## src/rtl/reset_key_conditioner_if.sv

```systemverilog
// Board-side signal bundle for reset_key_conditioner: lock/keys/switch in, conditioned resets and keys out.
// The slave modport is the conditioner's view; the master modport is the board/core side.
interface reset_key_conditioner_if #(
  parameter int KEYS = 4
);
  logic            pll_locked;
  logic [KEYS-1:0] keys_n;
  logic            rst_key_invert;
  logic [KEYS-1:0] keys_db;
  logic [KEYS-1:0] key_press;
  logic [KEYS-1:0] key_release;
  logic            reset_out_n;
  logic            reset_active;

  modport master (
    output pll_locked, keys_n, rst_key_invert,
    input  keys_db, key_press, key_release, reset_out_n, reset_active
  );

  modport slave (
    input  pll_locked, keys_n, rst_key_invert,
    output keys_db, key_press, key_release, reset_out_n, reset_active
  );
endinterface

```

## src/rtl/reset_key_conditioner.sv

```systemverilog
// Synchronises and debounces pushbuttons, and turns PLL lock plus a reset key into a
// stretched, cleanly released active-low core reset.
module reset_key_conditioner #(
  parameter int KEYS            = 4,
  parameter int DEBOUNCE_CYCLES = 625000,
  parameter int STRETCH_CYCLES  = 65536,
  parameter int RST_KEY         = 0
) (
  input  logic                    clk,
  input  logic                    reset,
  reset_key_conditioner_if.slave  io
);

  localparam int DB_W = $clog2(DEBOUNCE_CYCLES);
  localparam int ST_W = (STRETCH_CYCLES > 1) ? $clog2(STRETCH_CYCLES) : 1;
  localparam logic [DB_W-1:0] DB_LAST = DB_W'(DEBOUNCE_CYCLES - 1);
  localparam logic [ST_W-1:0] ST_LAST = ST_W'(STRETCH_CYCLES - 1);

  typedef enum logic [1:0] {HOLD, STRETCH, RUN} state_t;

  logic [KEYS-1:0] key_meta_q, key_meta_d;
  logic [KEYS-1:0] key_s_q, key_s_d;
  logic            lock_meta_q, lock_meta_d;
  logic            lock_s_q, lock_s_d;
  logic [DB_W-1:0] db_cnt_q [KEYS];
  logic [DB_W-1:0] db_cnt_d [KEYS];
  logic [KEYS-1:0] keys_db_q, keys_db_d;
  logic [KEYS-1:0] press_q, press_d;
  logic [KEYS-1:0] release_q, release_d;
  state_t          state_q, state_d;
  logic [ST_W-1:0] st_cnt_q, st_cnt_d;
  logic            rst_n_q, rst_n_d;
  logic            active_q, active_d;
  logic            req;

  // Two-flop synchronisers feed per-key debounce counters; the counter restarts on any bounce.
  always_comb begin
    key_meta_d  = io.keys_n;
    key_s_d     = key_meta_q;
    lock_meta_d = io.pll_locked;
    lock_s_d    = lock_meta_q;
    keys_db_d   = keys_db_q;
    press_d     = '0;
    release_d   = '0;
    for (int i = 0; i < KEYS; i++) begin
      db_cnt_d[i] = db_cnt_q[i];
      if (key_s_q[i] == keys_db_q[i]) begin
        db_cnt_d[i] = '0;
      end else if (db_cnt_q[i] != DB_LAST) begin
        db_cnt_d[i] = db_cnt_q[i] + DB_W'(1);
      end else begin
        keys_db_d[i] = key_s_q[i];
        db_cnt_d[i]  = '0;
        press_d[i]   = ~key_s_q[i];
        release_d[i] = key_s_q[i];
      end
    end
  end

  // The invert switch is quasi-static, so it is used unsynchronised.
  assign req = ~lock_s_q | (~keys_db_q[RST_KEY] ^ io.rst_key_invert);

  always_comb begin
    state_d  = state_q;
    st_cnt_d = st_cnt_q;
    rst_n_d  = rst_n_q;
    unique case (state_q)
      HOLD: begin
        rst_n_d = 1'b0;
        if (!req) begin
          state_d  = STRETCH;
          st_cnt_d = '0;
        end
      end
      STRETCH: begin
        rst_n_d = 1'b0;
        if (req) begin
          state_d = HOLD;
        end else if (st_cnt_q == ST_LAST) begin
          state_d = RUN;
          rst_n_d = 1'b1;
        end else begin
          st_cnt_d = st_cnt_q + ST_W'(1);
        end
      end
      RUN: begin
        rst_n_d = 1'b1;
        if (req) begin
          state_d = HOLD;
          rst_n_d = 1'b0;
        end
      end
      default: begin
        state_d = HOLD;
        rst_n_d = 1'b0;
      end
    endcase
    active_d = ~rst_n_d;
  end

  always_ff @(posedge clk or posedge reset) begin
    if (reset) begin
      key_meta_q  <= '1;
      key_s_q     <= '1;
      lock_meta_q <= 1'b0;
      lock_s_q    <= 1'b0;
      for (int i = 0; i < KEYS; i++) db_cnt_q[i] <= '0;
      keys_db_q   <= '1;
      press_q     <= '0;
      release_q   <= '0;
      state_q     <= HOLD;
      st_cnt_q    <= '0;
      rst_n_q     <= 1'b0;
      active_q    <= 1'b1;
    end else begin
      key_meta_q  <= key_meta_d;
      key_s_q     <= key_s_d;
      lock_meta_q <= lock_meta_d;
      lock_s_q    <= lock_s_d;
      for (int i = 0; i < KEYS; i++) db_cnt_q[i] <= db_cnt_d[i];
      keys_db_q   <= keys_db_d;
      press_q     <= press_d;
      release_q   <= release_d;
      state_q     <= state_d;
      st_cnt_q    <= st_cnt_d;
      rst_n_q     <= rst_n_d;
      active_q    <= active_d;
    end
  end

  assign io.keys_db      = keys_db_q;
  assign io.key_press    = press_q;
  assign io.key_release  = release_q;
  assign io.reset_out_n  = rst_n_q;
  assign io.reset_active = active_q;

endmodule
```

## src/flat_wrapper.sv

```systemverilog
// flat-port wrapper written by rule: the top's interface ports become plain ports
module reset_key_conditioner_flat 
#(
  parameter int KEYS            = 4,
  parameter int DEBOUNCE_CYCLES = 625000,
  parameter int STRETCH_CYCLES  = 65536,
  parameter int RST_KEY         = 0
)
  (clk, reset, io_pll_locked, io_keys_n, io_rst_key_invert, io_keys_db, io_key_press, io_key_release, io_reset_out_n, io_reset_active);
  reset_key_conditioner_if #(.KEYS(KEYS)) io_i ();
  input  logic clk;
  input  logic reset;
  input wire logic [$bits(io_i.pll_locked)-1:0] io_pll_locked;
  input wire logic [$bits(io_i.keys_n)-1:0] io_keys_n;
  input wire logic [$bits(io_i.rst_key_invert)-1:0] io_rst_key_invert;
  output wire logic [$bits(io_i.keys_db)-1:0] io_keys_db;
  output wire logic [$bits(io_i.key_press)-1:0] io_key_press;
  output wire logic [$bits(io_i.key_release)-1:0] io_key_release;
  output wire logic [$bits(io_i.reset_out_n)-1:0] io_reset_out_n;
  output wire logic [$bits(io_i.reset_active)-1:0] io_reset_active;
  assign io_i.pll_locked = io_pll_locked;
  assign io_i.keys_n = io_keys_n;
  assign io_i.rst_key_invert = io_rst_key_invert;
  assign io_keys_db = io_i.keys_db;
  assign io_key_press = io_i.key_press;
  assign io_key_release = io_i.key_release;
  assign io_reset_out_n = io_i.reset_out_n;
  assign io_reset_active = io_i.reset_active;
  reset_key_conditioner #(.KEYS(KEYS), .DEBOUNCE_CYCLES(DEBOUNCE_CYCLES), .STRETCH_CYCLES(STRETCH_CYCLES), .RST_KEY(RST_KEY)) u_core (.clk(clk), .reset(reset), .io(io_i));
endmodule
```

## config.mk

```make
export PLATFORM = sky130hd
export DESIGN_NAME = reset_key_conditioner_flat
export DESIGN_NICKNAME = d
export VERILOG_FILES = /design/src/rtl/reset_key_conditioner_if.sv /design/src/rtl/reset_key_conditioner.sv /design/src/flat_wrapper.sv
export SDC_FILE = /design/constraint.sdc
export NUM_CORES = 1
export LEC_CHECK = 0
export BUFFER_PORTS_ARGS = -buffer_cell sky130_fd_sc_hd__buf_4
export CORE_UTILIZATION = 55
export CTS_CLUSTER_SIZE = 28
export DETAILED_ROUTE_END_ITERATION = 8
export GPL_TIMING_DRIVEN = 0
export PLACE_DENSITY_LB_ADDON = 0.15
export SLEW_MARGIN = 0
export SYNTH_ARGS = -nofsm -noshare
export SYNTH_HDL_FRONTEND = slang
export SYNTH_SLANG_ARGS = --single-unit
```

## constraint.sdc

```tcl
create_clock -name clk -period 10.09 [get_ports clk]
set_clock_uncertainty 0.05 [all_clocks]
set_input_delay 1.009 -clock clk [delete_from_list [all_inputs] [get_ports clk]]
set_output_delay 1.009 -clock clk [all_outputs]
set_load 0.05 [all_outputs]
```

==> parameters.txt <==
Parameter                              Value

Run status
  Outcome    complete, no violations

Synthesis
  Flip-flop and latch count after synthesis    approximately 120
  Per-instance average area after synthesis    10.38 um2
  Share of the synthesized netlist area taken by xor and xnor gates    between 10 and 15%
  Number of enable flip-flop cells after synthesis    0
  Most used flip-flop cell after synthesis    dfrtp_1
  Gate Count Post-Synth    between 500 and 600
  Nets in the synthesized netlist    between 500 and 600
  Share of flip-flops with an asynchronous set or reset    100.0%
  Compound-cell area share of the yosys netlist    roughly 2.4%
  Fraction of post-synthesis cell area in the top cell type by area    between 40% and 50%
  Number of unique standard cell types used by synthesis    between 50 and 60
  Combinational family with the most area after synthesis    simple AND/OR/NAND/NOR gates
  Most frequent cells after synthesis    dfrtp_1 (109), nor2_1 (107), xor2_1 (52), nand2_1 (44), xnor2_1 (32)
  Library cell with the highest instance count after synthesis    dfrtp_1
  Adder and majority cell fraction of the synthesized area    under 10%
  Proportion of synthesized chip area in sequential cells    between 50% and 60%
  Synth Area in Simple Gates    between 20 and 30%
  Top cells by area, synth    dfrtp_1 (47%), xor2_1 (7.8%), nor2_1 (6.9%)
  Dominant cell type by area after synthesis    dfrtp_1
  Synthesized area    between 0.005 and 0.006 mm2
  Synthesis Warnings    0
  Mux contribution to synthesized area    less than 1%

Worst setup path
  Arrival time at the worst endpoint    1.35 ns
  CP Max Fanout    6
  Stage delay of the slowest cell on the critical path    ~0.62 ns
  Startpoint Class    register
  Family of cells with the greatest summed delay on the critical path    flip-flops
  Worst Setup Path Type    reg2out
  Critical Path End Type    output pin
  Critical path cell sequence    buf_4
  Buffers plus inverters on the worst setup path    1
  Highest-delay cell along the critical path    dfstp_2
  Required time at the endpoint of the critical path    between 9 and 10 ns

Final layout
  Sequential Area    0.003069 mm2
  Fraction of layout instances using a drive strength above 1    about 15%
  Count of antenna diodes in the layout    0
  Area overhead of the layout relative to synthesis    16.71%
  Utilization after layout    around 66%
  Fillers    around 800
  Area of combinational cells with multiple inputs    0.002621 mm2
  Net count of the finished layout    618

Worst hold path
  Worst hold path class    reg2reg

Global routing
  Global-route wire length before repair    roughly 19,000 um
  Pin count of the biggest net entering global routing    69
  Leftover overflow at the end of global routing    0
  Overall fraction of global-route tracks in use    21.85%
  Via count of the first global-routing pass    around 4.2k
  Antenna violations before repair    0

Die
  Initial cell density of the core    56.55%
  Area of the core    between 0.01 and 0.015 mm2
  Row cnt    37
  I/O pins    22
  Area of the die    approximately 0.011 mm2
  Die height    104.8 um
  Die Wd    between 100 and 150 um

Timing
  Period utilization    between 20% and 30%
  Rel. slew slack    between 40% and 50%
  Setup TNS    0 ns
  Final Hold Vio Count    0
  Setup repair after global routing missed its margin    false
  Fin Hold WS    about 0.3 ns
  Worst Max-Slew Pin Slew    roughly 0.84 ns
  Max-slew violations    0
  Total setup violations reported at the end of the flow    0
  Time the final worst path needs with I/O delays and setup    about 2.4 ns
  Highest achievable clock rate    a little over 0.4 GHz

Clock tree
  Worst-path clk slew    roughly 0.050 ns
  Setup Fix Bufs, Post-CTS    0
  H-Tree Depth    4
  Post-cts sizing count    0
  Clk buf depth    2
  Hold buffer count at CTS    0
  CTS buffer count    17
  Clock latency reported for the late side of the worst-skew pair    0.51 ns
  Clock root buffer    clkbuf_8
  CTS tree    done
  TritonCTS Sinks    122

Routing
  Routed len/inst    14.18 um
  Via-to-Cell Ratio    5.537
  Number of iterations in the first detailed-routing pass    5
  DRT Wirelength    ~11,000 um
  Starting DRT DRC Count    about 200
  Routed via count    about 4.2k
  Detailed-route DRC error count    0
  Post-route ant nets    0

Power and ir drop
  Switching Fraction    a little over a fifth
  Part of the power in combinational logic    between 5 and 6%
  Maximum vdd ir drop    between 0.1 and 0.15 mV
  Switching power    0.2572 mW
  Sequential power share    42.8%
  Power density over the cells    between 150 and 200 mW/mm2
  Pleak    2.956 nW
  Power share of the clock group    approximately half
  Internal power of the cells    0.9503 mW

Placement
  Buffers added on ports    21
  Final Wtd Congestion    0.8323
  DPL Wire Length    ~7000 um

Job
  Max cap viols    0
[flip-flops by register name, indices dropped and copies added, names as in the netlist]
| signal | cells |
|---|---|
| u_core.io.key_press | 4 |
| u_core.lock_meta_q | 1 |
| u_core.state_q | 2 |
| u_core.io.reset_active | 1 |
| u_core.io.key_release | 4 |
| u_core.lock_s_q | 1 |
| u_core.key_s_q | 4 |
| u_core.key_meta_q | 4 |
| u_core.io.reset_out_n | 1 |
| u_core.db_cnt_q | 80 |
| u_core.st_cnt_q | 16 |
| u_core.io.keys_db | 4 |
[area by class of cell]
type | instances | area share, %
sequential | 122 | 45.25
multi-input combinational | 414 | 38.65
clock buffer | 24 | 6.936
timing repair buffer | 22 | 2.730
tap | 136 | 2.509
clock inverter | 8 | 2.066
buffer | 11 | 1.070
inverter | 13 | 0.7932
[metrics by stage]
stage                     total power [mW]  setup slack [ns]  cell area [um2]  std cells
after global routing                 1.254             7.624             6783        750
after CTS                            1.220             7.641             6783        750
after global placement              0.5887             4.527             6140        717
after floorplan                     0.5734             5.810             5812        560
final                                1.207             7.678             6783        750
after detailed placement            0.5933             7.512             6172        718
[logic make-up (layout without fill, tap and decap cells)]
logic type / after synthesis / in the layout
compound gates: 20 / 20
xor+xnor: 85 / 85
fa+ha+maj: 9 / 9
buf+inv: 24 / 78
flops: 122 / 122
mux: 5 / 5
simple gates: 295 / 295
[layer usage]
layer,part of all wire (%),GRT usage [%],vias up
li1,-,-,2012
met3,2.8,5.427,17
met2,48,34.44,69
met5,0,0,-
met1,47,29.18,2055
met4,1.8,8.652,0
[final timing paths]
check | from | to | slack, ns | depth (start not counted)
worst min-delay path | u_core.lock_meta_q$_DFF_PP0_ | u_core.lock_s_q$_DFF_PP0_ | 0.30 | 0
min in group asynchronous | reset | u_core.st_cnt_q[4]$_DFFE_PP0P_ | 0.49 | 2
max in group asynchronous | reset | u_core.key_meta_q[0]$_DFF_PP1_ | 8.78 | 3
worst max register to register | u_core.io.keys_db[0]$_DFFE_PP1P_ | u_core.st_cnt_q[13]$_DFFE_PP0P_ | 7.97 | 6
worst min register to register | u_core.lock_meta_q$_DFF_PP0_ | u_core.lock_s_q$_DFF_PP0_ | 0.30 | 0
worst max-delay path | u_core.io.keys_db[0]$_DFFE_PP1P_ | io_keys_db[0] | 7.68 | 1
[power groups by stage]
stage                     clock network [mW]  registers (mW)  logic [mW]
after floorplan                            0           0.522      0.0510
after global placement                     0           0.525      0.0638
after detailed placement                   0           0.525      0.0684
after CTS                              0.633           0.517      0.0692
after global routing                   0.657           0.519      0.0780
final                                  0.622           0.517      0.0677
[cells in the final DEF, fill, tap and decap left out, types with 10 or more instances in the layout]
cell type and count:
xor2_1 52, nor3b_1 10, nand2_1 44, xnor2_1 32, nand3_1 29, clkbuf_16 16, dfstp_2 13, dfrtp_1 109
nand4_1 26, nor2_1 107, nor4_1 17, inv_1 12, buf_4 24, and3_1 15
Note: power is estimated with default switching activity, not from simulation.
